**src/rtl/whack_pkg.sv**
```systemverilog
// Shared types and defaults for the whack-a-mole field sequencing logic.
package whack_pkg;

   typedef enum logic [1:0] {IDLE, GAP, UP} state_e;

   typedef struct packed {
      logic hit;
      logic miss;
      logic wrong;
   } mole_evt_t;

   localparam int         NUM_MOLES_DEF = 5;
   localparam logic [2:0] NO_POS        = 3'd7;

   // Fibonacci taps 8,6,5,4 as bit positions 7,5,4,3
   localparam logic [7:0] LFSR_TAPS = 8'b1011_1000;

   localparam int GAP_TICKS_DEF = 300;
   localparam int UP_BASE_DEF   = 1000;
   localparam int UP_STEP_DEF   = 50;
   localparam int UP_MIN_DEF    = 300;

   function automatic logic lfsr_fb(input logic [7:0] v);
      return ^(v & LFSR_TAPS);
   endfunction

endpackage

```
**src/rtl/mole_lfsr.sv**
```systemverilog
// Free-running 8-bit Fibonacci LFSR; steps every clock so press timing stirs the sequence.
module mole_lfsr
   import whack_pkg::*;
#(
   parameter logic [7:0] SEED = 8'hA5
) (
   input  logic       clock,
   input  logic       reset,
   output logic [7:0] value
);

   logic [7:0] lfsr_q, lfsr_d;

   always_comb lfsr_d = {lfsr_q[6:0], lfsr_fb(lfsr_q)};

   always_ff @(posedge clock or posedge reset) begin
      if (reset) lfsr_q <= SEED;
      else       lfsr_q <= lfsr_d;
   end

   assign value = lfsr_q;

endmodule

```
**src/rtl/mole_scheduler.sv**
```systemverilog
// Mole field sequencer: dark gap, random lit mole, hit / timeout / wrong-press detection,
// with an up-window that shrinks as score rises.
module mole_scheduler
   import whack_pkg::*;
#(
   parameter int         NUM_MOLES = NUM_MOLES_DEF,
   parameter int         SCORE_W   = 6,
   parameter int         CNT_W     = 12,
   parameter int         GAP_TICKS = GAP_TICKS_DEF,
   parameter int         UP_BASE   = UP_BASE_DEF,
   parameter int         UP_STEP   = UP_STEP_DEF,
   parameter int         UP_MIN    = UP_MIN_DEF,
   parameter logic [7:0] LFSR_SEED = 8'hA5
) (
   input  logic                 clock,
   input  logic                 reset,
   input  logic                 enable,
   input  logic                 tick,
   input  logic [SCORE_W-1:0]   score,
   input  logic [NUM_MOLES-1:0] mole_button,
   output logic [NUM_MOLES-1:0] mole_led,
   output logic [2:0]           active_pos,
   output logic                 hit_pulse,
   output logic                 miss_pulse,
   output logic                 wrong_pulse
);

   localparam int UW = CNT_W + SCORE_W;

   state_e               state_q, state_d;
   logic [CNT_W-1:0]     cnt_q, cnt_d;
   logic [2:0]           prev_q, prev_d;
   logic [2:0]           pos_q, pos_d;
   logic [NUM_MOLES-1:0] led_q, led_d;
   mole_evt_t            evt_q, evt_d;

   logic [7:0]           lfsr;
   logic [2:0]           cand, pick;
   logic [UW-1:0]        dec, base;
   logic [CNT_W-1:0]     up_ticks;
   logic                 hit, wrong, last_tick;

   mole_lfsr #(.SEED(LFSR_SEED)) u_lfsr (
      .clock (clock),
      .reset (reset),
      .value (lfsr)
   );

   // Wide arithmetic so a large score underflows visibly instead of wrapping into a long window
   always_comb begin
      dec  = UW'(score >> 2) * UW'(UP_STEP);
      base = UW'(UP_BASE);
      if (dec > base || (base - dec) < UW'(UP_MIN)) up_ticks = CNT_W'(UP_MIN);
      else                                           up_ticks = CNT_W'(base - dec);
   end

   always_comb begin
      cand = 3'(lfsr % 8'(NUM_MOLES));
      if (cand == prev_q) pick = (cand == 3'(NUM_MOLES - 1)) ? 3'd0 : cand + 3'd1;
      else                pick = cand;
   end

   assign hit       = |(mole_button & led_q);
   assign wrong     = |(mole_button & ~led_q);
   assign last_tick = tick && (cnt_q <= CNT_W'(1));

   always_comb begin
      state_d = state_q;
      cnt_d   = cnt_q;
      prev_d  = prev_q;
      pos_d   = pos_q;
      led_d   = led_q;
      evt_d   = '0;
      if (!enable) begin
         state_d = IDLE;
         led_d   = '0;
         pos_d   = NO_POS;
      end else begin
         case (state_q)
            IDLE: begin
               led_d   = '0;
               pos_d   = NO_POS;
               cnt_d   = CNT_W'(GAP_TICKS);
               state_d = GAP;
            end
            GAP: begin
               if (last_tick) begin
                  led_d   = NUM_MOLES'(1) << pick;
                  pos_d   = pick;
                  prev_d  = pick;
                  cnt_d   = up_ticks;
                  state_d = UP;
               end else if (tick) begin
                  cnt_d = cnt_q - CNT_W'(1);
               end
            end
            UP: begin
               if (hit || last_tick) begin
                  evt_d.hit  = hit;
                  evt_d.miss = !hit;
                  led_d      = '0;
                  pos_d      = NO_POS;
                  cnt_d      = CNT_W'(GAP_TICKS);
                  state_d    = GAP;
               end else begin
                  evt_d.wrong = wrong;
                  if (tick) cnt_d = cnt_q - CNT_W'(1);
               end
            end
            default: state_d = IDLE;
         endcase
      end
   end

   always_ff @(posedge clock or posedge reset) begin
      if (reset) begin
         state_q <= IDLE;
         cnt_q   <= '0;
         prev_q  <= NO_POS;
         pos_q   <= NO_POS;
         led_q   <= '0;
         evt_q   <= '0;
      end else begin
         state_q <= state_d;
         cnt_q   <= cnt_d;
         prev_q  <= prev_d;
         pos_q   <= pos_d;
         led_q   <= led_d;
         evt_q   <= evt_d;
      end
   end

   assign mole_led    = led_q;
   assign active_pos  = pos_q;
   assign hit_pulse   = evt_q.hit;
   assign miss_pulse  = evt_q.miss;
   assign wrong_pulse = evt_q.wrong;

endmodule

```
**config.mk**
```make
export PLATFORM = sky130hd
export DESIGN_NAME = mole_scheduler
export DESIGN_NICKNAME = d
export VERILOG_FILES = /design/src/rtl/whack_pkg.sv /design/src/rtl/mole_lfsr.sv /design/src/rtl/mole_scheduler.sv
export SDC_FILE = /design/constraint.sdc
export NUM_CORES = 1
export LEC_CHECK = 0
export CAP_MARGIN = 5
export CORE_ASPECT_RATIO = 1.25
export CORE_MARGIN = 2
export CORE_UTILIZATION = 56
export CTS_BUF_LIST = sky130_fd_sc_hd__clkbuf_4 sky130_fd_sc_hd__clkbuf_8
export DETAILED_ROUTE_END_ITERATION = 10
export PLACE_DENSITY = 0.79
export SYNTH_ARGS = -nofsm -noshare
export SYNTH_HDL_FRONTEND = slang
export SYNTH_SLANG_ARGS = --single-unit
export TNS_END_PERCENT = 30
```
**constraint.sdc**
```tcl
create_clock -name clock -period 5.15 [get_ports clock]
set_input_delay 1.03 -clock clock [delete_from_list [all_inputs] [get_ports clock]]
set_output_delay 1.03 -clock clock [all_outputs]
set_load 0.02 [all_outputs]
```
## Word level (Yosys, flattened, before mapping)

Index checks and enable logic that the tools add are counted.

| storage, ports and cells | value |
|---|---|
| register bits after elaboration | 36 |
| input bits | 15 |

| cells by class | value |
|---|---|
| add/subtract/negate cells | 3 |
| multipliers | 1 |
| div/mod/pow operators | 1 |
| magnitude comparators | 3 |
| equal/unequal tests | 7 |
| shift-type cells | 1 |
| multiplexer cells | 23 |
| bitwise gates (word level) | 3 |
| reduce and logical (&&, ||, !) cells | 13 |

Operator list:

| kind | number |
|---|---|
| $mux W12 | 4 |
| $pmux W12 S3 | 1 |
| $mux W3 | 7 |
| $lt A18 B9 Y1 const B | 1 |
| $mux W5 | 3 |
| $pmux W5 S3 | 1 |
| $le A12 B1 Y1 const B | 1 |
| $sub A12 B1 Y12 const B | 1 |
| $sub A10 B10 Y11 const A | 1 |
| $and A5 B5 Y5 | 2 |
| $gt A10 B10 Y1 const B | 1 |
| $reduce_or A5 Y1 | 2 |
| $mul A4 B5 Y9 const B | 1 |
| $pmux W3 S3 | 1 |
| $mod A8 B3 Y8 const B | 1 |
| $mux W2 | 4 |
| $reduce_xor A8 Y1 | 1 |
| $ne A3 B3 Y1 const B | 2 |
| $pmux W2 S3 | 1 |
| $reduce_and A3 Y1 | 2 |
| $not A5 Y5 | 1 |
| $shl A1 B3 Y5 const A | 1 |
| $ne A4 B1 Y1 const B | 1 |
| $reduce_and A2 Y1 | 2 |
| 11 further kinds | 12 |

## Longest topological paths before layout

Gate-level depths: netlist (run 1).

| logic depth | value |
|---|---|
| depth in word-level cells | 8 |
| mapped depth | 26 |
| depth with buffers taken out | 22 |

## Cells and area by module

Synthesis (run 1) repeated with hierarchy kept, for this count alone.

| second synthesis, totals | value |
|---|---|
| cell total of the unflattened synthesis | 400 |
| area, all modules | 3,337.0 um^2 |

Modules (own cells, without submodules):

| module | times used | cells each | area each (um^2) | sequential area each (um^2) |
|---|---|---|---|---|
| mole_scheduler | 1 | 381 | 3,049.2 | 708.2 |
| mole_lfsr | 1 | 19 | 287.8 | 205.2 |

## Worst setup path after synthesis (run 1)

OpenSTA, ideal clock, no wires.

| path | value |
|---|---|
| kind | register to register |
| start | reg u_lfsr.lfsr_q[4] (netlist: u_lfsr.value[4]) |
| end | reg led_q[3] (netlist: mole_led[3]) |
| library setup time | 0.104 ns |
| data arrival time | 5.516 ns |
| required time | 5.046 ns |
| setup slack | -0.470 ns |
| cell stages (with the launch flop) | 27 |
| path buffers | 4 |
| period minus slack after synthesis | 5.620 ns |
| cells stage by stage | dfrtp_1 > buf_2 > inv_1 > ha_1 > buf_2 > or2_2 > a211o_1 > a221oi_1 > o21ai_0 > o21ai_1 > inv_1 > ha_1 > maj3_1 > mux2i_2 > and2_1 > buf_6 > a21oi_2 > ha_1 > nor2b_1 > mux2_2 > a32o_1 > and2_1 > buf_6 > nor3_1 > a21oi_1 > a221o_2 > o41ai_2 |

| between the ends | value |
|---|---|
| word-level cells in the longest chain between the ends | 8 |
| elaborated cells on any way between the ends | 10 |

Ends and longest elaborated chain:

| element | RTL line | source |
|---|---|---|
| from (decl) | mole_lfsr.sv:12 | `logic [7:0] lfsr_q, lfsr_d;` |
| from (signal assigned) | mole_lfsr.sv:18 | `else lfsr_q <= lfsr_d;` |
| $mod A8 B3 Y8 (*) | mole_scheduler.sv:58 | `cand = 3'(lfsr % 8'(NUM_MOLES));` |
| $add A3 B1 Y3 / $eq A3 B3 Y1 (equally long branches) | mole_scheduler.sv:59 | `if (cand == prev_q) pick = (cand == 3'(NUM_MOLES - 1)) ? 3'd0 : cand + 3'd1;` |
| $mux W3 | mole_scheduler.sv:59 |  |
| $mux W3 (*) | mole_scheduler.sv:59 |  |
| $shl A1 B3 Y5 (*) | mole_scheduler.sv:88 | `led_d = NUM_MOLES'(1) << pick;` |
| $mux W5 (*) | mole_scheduler.sv:87 | `if (last_tick) begin` |
| $pmux W5 S3 (*) | mole_scheduler.sv:79 | `case (state_q)` |
| $mux W5 (*) | mole_scheduler.sv:74 | `if (!enable) begin` |
| to (signal assigned) | mole_scheduler.sv:128 | `led_q <= led_d;` |
| to (decl) | mole_scheduler.sv:34 | `logic [NUM_MOLES-1:0] led_q, led_d;` |

Mark *: on every way between the ends. The rest lies on a longest branch, timed or not. The select of a mux whose other input is x is not followed.
A chain may end at the register's enable or synchronous reset.

## Final worst setup path (run 1)

| path | value |
|---|---|
| start | reg u_lfsr.lfsr_q[5] (netlist: u_lfsr.value[5]) |
| end | reg led_q[0] (netlist: mole_led[0]) |

The elaborated chain is that of the path after synthesis.

==> metrics.yaml, run 1 <==
final_layout:
  stdcell_area_um2: 4364
  final_layout_size_suffix_gt1_frac: 0.1867
  num_antenna_cells: 0
  syn_to_final_growth_pct: 16.50
  fillCellCount: 554
  fin_util: 0.6690
  nets: 521
floorplan:
  fp.coreArea_um2: 6524
  die-area_um2: 7364
  dieWidth_um: 77.16
  die_h_um: 95.45
  std_cell_rows: 33
  start_util: 0.5742
  pin_count: 26
clock_tree:
  insertion_delay_ns: 0.29
  root_buffer: "clkbuf_8"
  cts_tree: "yes"
  cts_buffers: 5
  clock_sinks: 36
  htreeDepth: 2
  clk_pin_slew_ns: 0.08
  cts_buffer_depth: 2
  cts-hold-fix-buffers: 0
timing:
  fin_crit_sh: 0.9701
  maxSlewViolCount: 0
  tightest_slew_ns: 0.7341
  rsz0062_at_grt: "yes"
  min_period_ns: 4.996
  setup_viol: 0
  fin_skew_ns: 0.006658
  final_hold_viol_count: 0
  fmax_mhz: 200.2
  max_slew_margin: 0.5039
drt:
  dr_wl_met3_um: 313
  first_iter_violations: 180
  dr_total_vias: 3504
  drt-met1-wl_um: 3677
  drc_errors: 0
  dr.pass1.iters: 5
  via_per_inst: 6.158
  topRoutingLayerUsed: "met4"
  wl_per_cell_um: 15.47
  routed_wl_um: 8804
  ant_nets: 0
  wl_met2_um: 4566
pwr:
  swShare: 0.3923
  p_seq_frac: 0.382
  p_switching_w: 0.0003738
  comb_power_share: 0.410
  p_leak_nw: 1.730
  powerDensity_nw_per_um2: 218.3
  ir_worst_vdd_mv: 0.2751
  intPower_w: 0.0005790
  pwr-share-clk: 0.209
grt:
  grt_start_max_net_pins: 37
  grt_pass1_wl_um: 14700
  grt_usage: 0.2443
  overflow: 0
  first_global_vias: 3254
  antenna_found_initial: 0
critical_path:
  r2r-start: "u_lfsr.value[5]$_DFF_PP1_"
  rrSetupSlack_ns: 0.15
  critPathKind: "reg2reg"
  r2r_end: "mole_led[0]$_DFFE_PP0P_"
  cp-start-kind: "flop"
  ff2ff_path_depth: 21
  crit_start: "u_lfsr.value[5]$_DFF_PP1_"
  cp-end-kind: "flop"
  cp_max_fo: 6
  critPathArrivalTime_ns: 5.17
  crit_required_ns: 5.32
  cp-endpoint: "mole_led[0]$_DFFE_PP0P_"
placed_design:
  gp_congestion: 0.9513
  placed_area_um2: 4195
  io_buffers: 23
  dpl.hpwl_um: 6825
yosys:
  ys_types: 78
  synth-seq-cells: 36
  synth_warnings: 0
  synth-edff-count: 0
  seq_area_frac_synth: 0.2438
  synth_area_um2: 3746
  yosys-top-cells-area: "dfrtp_1 17%, ha_1 8.0%, dfstp_2 7.0%, xnor2_1 5.6%, a21oi_1 4.0%"
  syn-num-nets: 487
  syn_inst: 447
  synth_area_leader_cell: "dfrtp_1"
  synth_ff_type: "dfrtp_1"
  synth_area_per_cell_um2: 8.381
  async_flop_share: 1.000
  yosysTopAreaCellShare: 0.1737
run:
  drv_cap: 0
min_path:
  hold_path.class: "reg2reg"
status:
  status: "finished clean"
## state kept, by name (all words and copies together) (netlist names)
name	flops
active_pos	3
cnt_q	12
hit_pulse	1
miss_pulse	1
mole_led	5
prev_q	3
state_q	2
u_lfsr.value	8
wrong_pulse	1
## critical path, stage by stage (launching register included)
cell and delay, ns:
dfstp_2 0.58, ha_4 0.18, or4b_4 0.48, o31a_1 0.25, o21ai_1 0.13, nand4_1 0.14
o21ai_2 0.11, inv_2 0.07, ha_2 0.19, maj3_2 0.32, mux2i_4 0.22, and2_4 0.20
a21oi_4 0.07, ha_4 0.17, nor2b_2 0.15, mux2_2 0.25, a32o_2 0.25, a211o_1 0.29
o32a_1 0.22, mux2_4 0.34, nand2b_1 0.16, o31ai_2 0.09
## worst min path at each step
stage,endpoint,slack (ns),startpoint,cells past startpoint
6_report,u_lfsr.value[5]$_DFF_PP1_,0.46,u_lfsr.value[4]$_DFF_PP0_,0
5_1_grt,u_lfsr.value[5]$_DFF_PP1_,0.48,u_lfsr.value[4]$_DFF_PP0_,0
4_1_cts,u_lfsr.value[6]$_DFF_PP0_,0.45,u_lfsr.value[5]$_DFF_PP1_,0
3_5_place_dp,u_lfsr.value[6]$_DFF_PP0_,0.43,u_lfsr.value[5]$_DFF_PP1_,0
3_3_place_gp,u_lfsr.value[5]$_DFF_PP1_,0.42,u_lfsr.value[4]$_DFF_PP0_,0
2_1_floorplan,u_lfsr.value[7]$_DFF_PP1_,0.38,u_lfsr.value[6]$_DFF_PP0_,0
## per-stage QoR
stage                     setup TNS, ns  hold slack, ns  std cells  setup WS, ns  total power [W]
after floorplan                       0          0.3751        447       0.03093        0.0006495
after global placement                0          0.4236        559       0.02572        0.0007447
after detailed placement        -0.3018          0.4336        559      -0.07805        0.0007553
after CTS                             0          0.4451        567       0.04970        0.0009537
after global routing           -0.06473          0.4759        569      -0.03031         0.001026
final                                 0          0.4649        569        0.1542        0.0009528
## cell families (layout without fill, tap and decap cells)
family	after synthesis	after routing	share of synthesized area
simple gates	145	145	0.2114
compound gates	141	141	0.2832
buf+inv	58	93	0.07114
flops	36	36	0.2438
xor+xnor	32	32	0.07482
fa+ha+maj	27	27	0.09085
mux	8	8	0.02471
## cell usage in the layout (no fill, tap or decap), types with 4 or more instances in the layout
cell type        instances
a21o_1                   5
a21oi_1                 28
a221oi_1                 6
a31oi_1                 11
and2_1                   4
buf_4                   25
clkbuf_8                 5
clkdlybuf4s50_1         23
dfrtp_1                 25
dfstp_2                 10
ha_1                    20
inv_1                   33
nand2_1                 30
nand2b_1                 8
nand3_1                 13
nand3b_1                 5
nor2_1                  26
nor2b_1                  8
nor3_1                  14
o211ai_1                 4
o21a_1                   7
o21ai_0                 24
o21ai_1                  4
o22a_1                   4
or3_1                    4
xnor2_1                 24
xor2_1                   8
## synth_stat cells (4+ instances only)
master / number
and2_1: 6
nand2b_1: 8
nor3_1: 15
clkbuf_1: 8
a31oi_1: 11
o211ai_1: 4
buf_2: 8
nand3_1: 13
a21oi_1: 30
or2_2: 4
a221oi_1: 6
dfstp_2: 10
xnor2_1: 24
nand3b_1: 5
o21ai_0: 26
o21a_1: 7
xor2_1: 8
inv_1: 35
ha_1: 24
a21o_1: 5
buf_6: 5
nand2_1: 31
o31ai_1: 4
nor2_1: 28
nor2b_1: 9
o22a_1: 4
dfrtp_1: 26
or3_1: 4
## layout make-up
cell class | instances | area (µm²) | share of cell area
Clock buffer | 5 | 68.82 | 0.01577
Inverter | 36 | 135.1 | 0.03096
Tap cell | 87 | 108.9 | 0.02494
Clock inverter | 3 | 18.77 | 0.004300
Timing Repair Buffer | 49 | 437.9 | 0.1003
Multi-Input combinational cell | 353 | 2680 | 0.6141
Sequential cell | 36 | 914.6 | 0.2096
## layer usage
metal,vias up,GRT usage
met5,-,0
met4,0,0.1012
met3,23,0.02652
met2,103,0.4609
met1,1676,0.2810
li1,1702,-
## power groups by stage
stage	combinational [W]	sequential [W]	clock [W]
3_3_place_gp	0.000379	0.000366	0
3_5_place_dp	0.000387	0.000368	0
5_1_grt	0.000442	0.000372	0.000213
6_report	0.000391	0.000364	0.000199
4_1_cts	0.000389	0.000363	0.000201
2_1_floorplan	0.000277	0.000372	0
## what timing repair did
action	CTS	global route
endpoints found under the setup margin	6	9
gates resized for setup	5	10
pin swaps	0	5
setup buffers	0	2
Power figures use the tool's default switching activity.
==> run 2: changes to the inputs <==
- CORE_UTILIZATION: 56 -> 60
- PLACE_DENSITY: 0.79 -> 0.81
- clock period: 5.15 -> 5.6 ns (I/O delays scaled with it)
==> run 2 against run 1 <==
- maximum frequency decreased by 6.2%
- combinational power decreased by 7.7%
- first-iteration DRC count increased by 3.3%
==> metrics.yaml, run 2 (synthesis results as in run 1) <==
status:
  status: "finished clean"  # unchanged
drt:
  via_per_inst: 6.329  # was 6.158
  ant_nets: 0  # unchanged
  dr_total_vias: 3500  # was 3504
  first_iter_violations: 186  # was 180
  wl_per_cell_um: 15.94  # was 15.47 µm
  drc_errors: 0  # unchanged
  dr.pass1.iters: 6  # was 5
  routed_wl_um: 8816  # was 8804 µm
final_layout:
  final_layout_size_suffix_gt1_frac: 0.1389  # was 0.1867
  mostFrequentLayoutCells: "35 x inv_1, 30 x nand2_1, 30 x a21oi_1, 27 x nor2_1"  # was 33 x inv_1, 30 x nand2_1, 28 x a21oi_1, 26 x nor2_1
  nets: 507  # was 521
  fillCellCount: 490  # was 554
  multi_input_area_um2: 2603  # was 2680 µm²
  largest_reg_flops: 12  # unchanged
  syn_to_final_growth_pct: 11.82  # was 16.50%
  regMostFlops: "cnt_q"  # unchanged
  seq_area_um2: 913.4  # was 914.6 µm²
  num_antenna_cells: 0  # unchanged
  layout_commonest_cell: "inv_1"  # unchanged
  stdcell_area_um2: 4189  # was 4364 µm²
timing:
  final_hold_viol_count: 0  # unchanged
  setup_tns_ns: 0  # unchanged
  rsz0062_at_grt: "no"  # was yes
  maxSlewViolCount: 0  # unchanged
  fin_crit_sh: 0.9510  # was 0.9701
  setup_viol: 0  # unchanged
  min_period_ns: 5.326  # was 4.996 ns
  setup_slack_ns: 0.2742  # was 0.1542 ns
  tightest_slew_ns: 0.6878  # was 0.7341 ns
  fin_skew_ns: 0.009117  # was 0.006658 ns
  fmax_mhz: 187.8  # was 200.2 MHz
  max_slew_margin: 0.5405  # was 0.5039
pwr:
  intPower_w: 0.0005781  # was 0.0005790 W
  comb_power_share: 0.391  # was 0.410
  swShare: 0.3748  # was 0.3923
  p_seq_frac: 0.362  # was 0.382
  p_leak_nw: 1.654  # was 1.730 nW
  powerDensity_nw_per_um2: 220.7  # was 218.3 nW/µm²
  ir_worst_vdd_mv: 0.1719  # was 0.2751 mV
  pwr-share-clk: 0.247  # was 0.209
  p_switching_w: 0.0003466  # was 0.0003738 W
  power.total_w: 0.0009247  # was 0.0009528 W
critical_path:
  crit_chain: "ha_4, or4b_4, o31a_1, o21ai_0, nand4_1, o21ai_2, inv_1, ha_1, maj3_1, mux2i_2, and2_4, a21oi_2, ha_1, nor2b_2, mux2_2, a32o_1, and2_4, nand3b_1, o21ai_0, a221o_2, o41ai_2"  # was ha_4, or4b_4, o31a_1, o21ai_1, nand4_1, o21ai_2, inv_2, ha_2, maj3_2, mux2i_4, and2_4, a21oi_4, ha_4, nor2b_2, mux2_2, a32o_2, a211o_1, o32a_1, mux2_4, nand2b_1, o31ai_2
  cp.depth: 21  # unchanged
  crit_required_ns: 5.79  # was 5.32 ns
  critPathKind: "reg2reg"  # unchanged
  slowest_delay_ns: 0.61  # was 0.58 ns
  critPathArrivalTime_ns: 5.51  # was 5.17 ns
  cp_slowest_cell: "dfstp_2"  # unchanged
  cp-start-kind: "flop"  # unchanged
  path_buf_inv: 1  # unchanged
  r2r_end: "mole_led[3]$_DFFE_PP0P_"  # was mole_led[0]$_DFFE_PP0P_
  rrSetupSlack_ns: 0.27  # was 0.15 ns
  cp-end-kind: "flop"  # unchanged
  ff2ff_path_depth: 21  # unchanged
  r2r-start: "u_lfsr.value[5]$_DFF_PP1_"  # unchanged
  cp_max_fo: 9  # was 6
  critPathTopFamily: "compound AO/OA/AOI/OAI gates"  # unchanged
grt:
  grt_usage: 0.2571  # was 0.2443
  antenna_found_initial: 0  # unchanged
  busiest_layer: "met2"  # unchanged
  grt.met3_usage: 0.02176  # was 0.02652
  grt_start_max_net_pins: 37  # unchanged
  overflow: 0  # unchanged
  first_global_vias: 3243  # was 3254
  grt_use_met2: 0.4705  # was 0.4609
  grtUsageMet1: 0.3045  # was 0.2810
  grt_pass1_wl_um: 14230  # was 14700 µm
floorplan:
  fp.coreArea_um2: 6086  # was 6524 µm²
  pin_count: 26  # unchanged
  die_h_um: 92.34  # was 95.45 µm
  std_cell_rows: 32  # was 33
  start_util: 0.6155  # was 0.5742
  dieWidth_um: 74.68  # was 77.16 µm
  die-area_um2: 6895  # was 7364 µm²
min_path:
  worstHoldStart: "u_lfsr.value[4]$_DFF_PP0_"  # unchanged
  hold_path.class: "reg2reg"  # unchanged
  whs_path_depth: 0  # unchanged
  hold_end: "u_lfsr.value[5]$_DFF_PP1_"  # unchanged
placed_design:
  placed_area_um2: 4034  # was 4195 µm²
  pre_cts_ws_ns: -0.03964  # was -0.07805 ns
  dpl.hpwl_um: 6783  # was 6825 µm
  io_buffers: 23  # unchanged
  gp_congestion: 0.9193  # was 0.9513
clock_tree:
  root_buffer: "clkbuf_8"  # unchanged
  cts_buffers: 5  # unchanged
  clk_pin_slew_ns: 0.07  # was 0.08 ns
  htreeDepth: 2  # unchanged
  clock_sinks: 36  # unchanged
  cts_buffer_depth: 2  # unchanged
  cts-hold-fix-buffers: 0  # unchanged
  insertion_delay_ns: 0.29  # about the same
  cts_tree: "yes"  # unchanged
run:
  drv_cap: 0  # unchanged
## run 2: how the worst max path moves through the flow
stage / start / end / slack (ns)
2_1_floorplan: u_lfsr.value[4]$_DFF_PP0_ / mole_led[3]$_DFFE_PP0P_ / 0.03
3_3_place_gp: u_lfsr.value[5]$_DFF_PP1_ / mole_led[3]$_DFFE_PP0P_ / 0.13
3_5_place_dp: u_lfsr.value[5]$_DFF_PP1_ / mole_led[3]$_DFFE_PP0P_ / -0.04
4_1_cts: u_lfsr.value[5]$_DFF_PP1_ / mole_led[3]$_DFFE_PP0P_ / 0.03
5_1_grt: u_lfsr.value[5]$_DFF_PP1_ / mole_led[3]$_DFFE_PP0P_ / 0.008
6_report: u_lfsr.value[5]$_DFF_PP1_ / mole_led[3]$_DFFE_PP0P_ / 0.27
## run 2: layout make-up
class | instances | area share
well taps | 85 | 0.02539
repair buffers | 35 | 0.07646
inverters | 36 | 0.03226
clock inverters | 3 | 0.01016
flip-flops and latches | 36 | 0.2180
multi-input cells | 353 | 0.6213
clock buffers | 5 | 0.01643
## run 2: per-stage QoR
| step | std cells | hold slack (ns) | utilization |
|---|---|---|---|
| after floorplan | 447 | 0.3751 | - |
| after global placement | 544 | 0.4085 | 0.6628 |
| after detailed placement | 544 | 0.4217 | 0.6628 |
| after CTS | 552 | 0.4309 | 0.6815 |
| after global routing | 553 | 0.4463 | 0.6883 |
| final | 553 | 0.4280 | 0.6883 |
## run 2: metal layers
metal  share of wire  up-vias
met5               0        -
met3           0.039       29
met1            0.39     1669
li1                -     1669
met4           0.026        0
met2            0.55      133
## run 2: power by group through the flow
stage	clock (W)	sequential, W	combinational, W
detailed placement	0	0.000339	0.000358
CTS	0.000228	0.000334	0.000361
global placement	0	0.000337	0.000348
floorplan	0	0.000342	0.000254
finish	0.000228	0.000335	0.000361
global route	0.000241	0.000341	0.000404
## run 2: what timing repair did
item                                   in CTS  in global routing
pin swaps                                   0                  1
gates resized for setup                     1                 10
endpoints found under the hold margin       0                  0
setup endpoints to repair                   3                 11
setup buffers                               0                  1
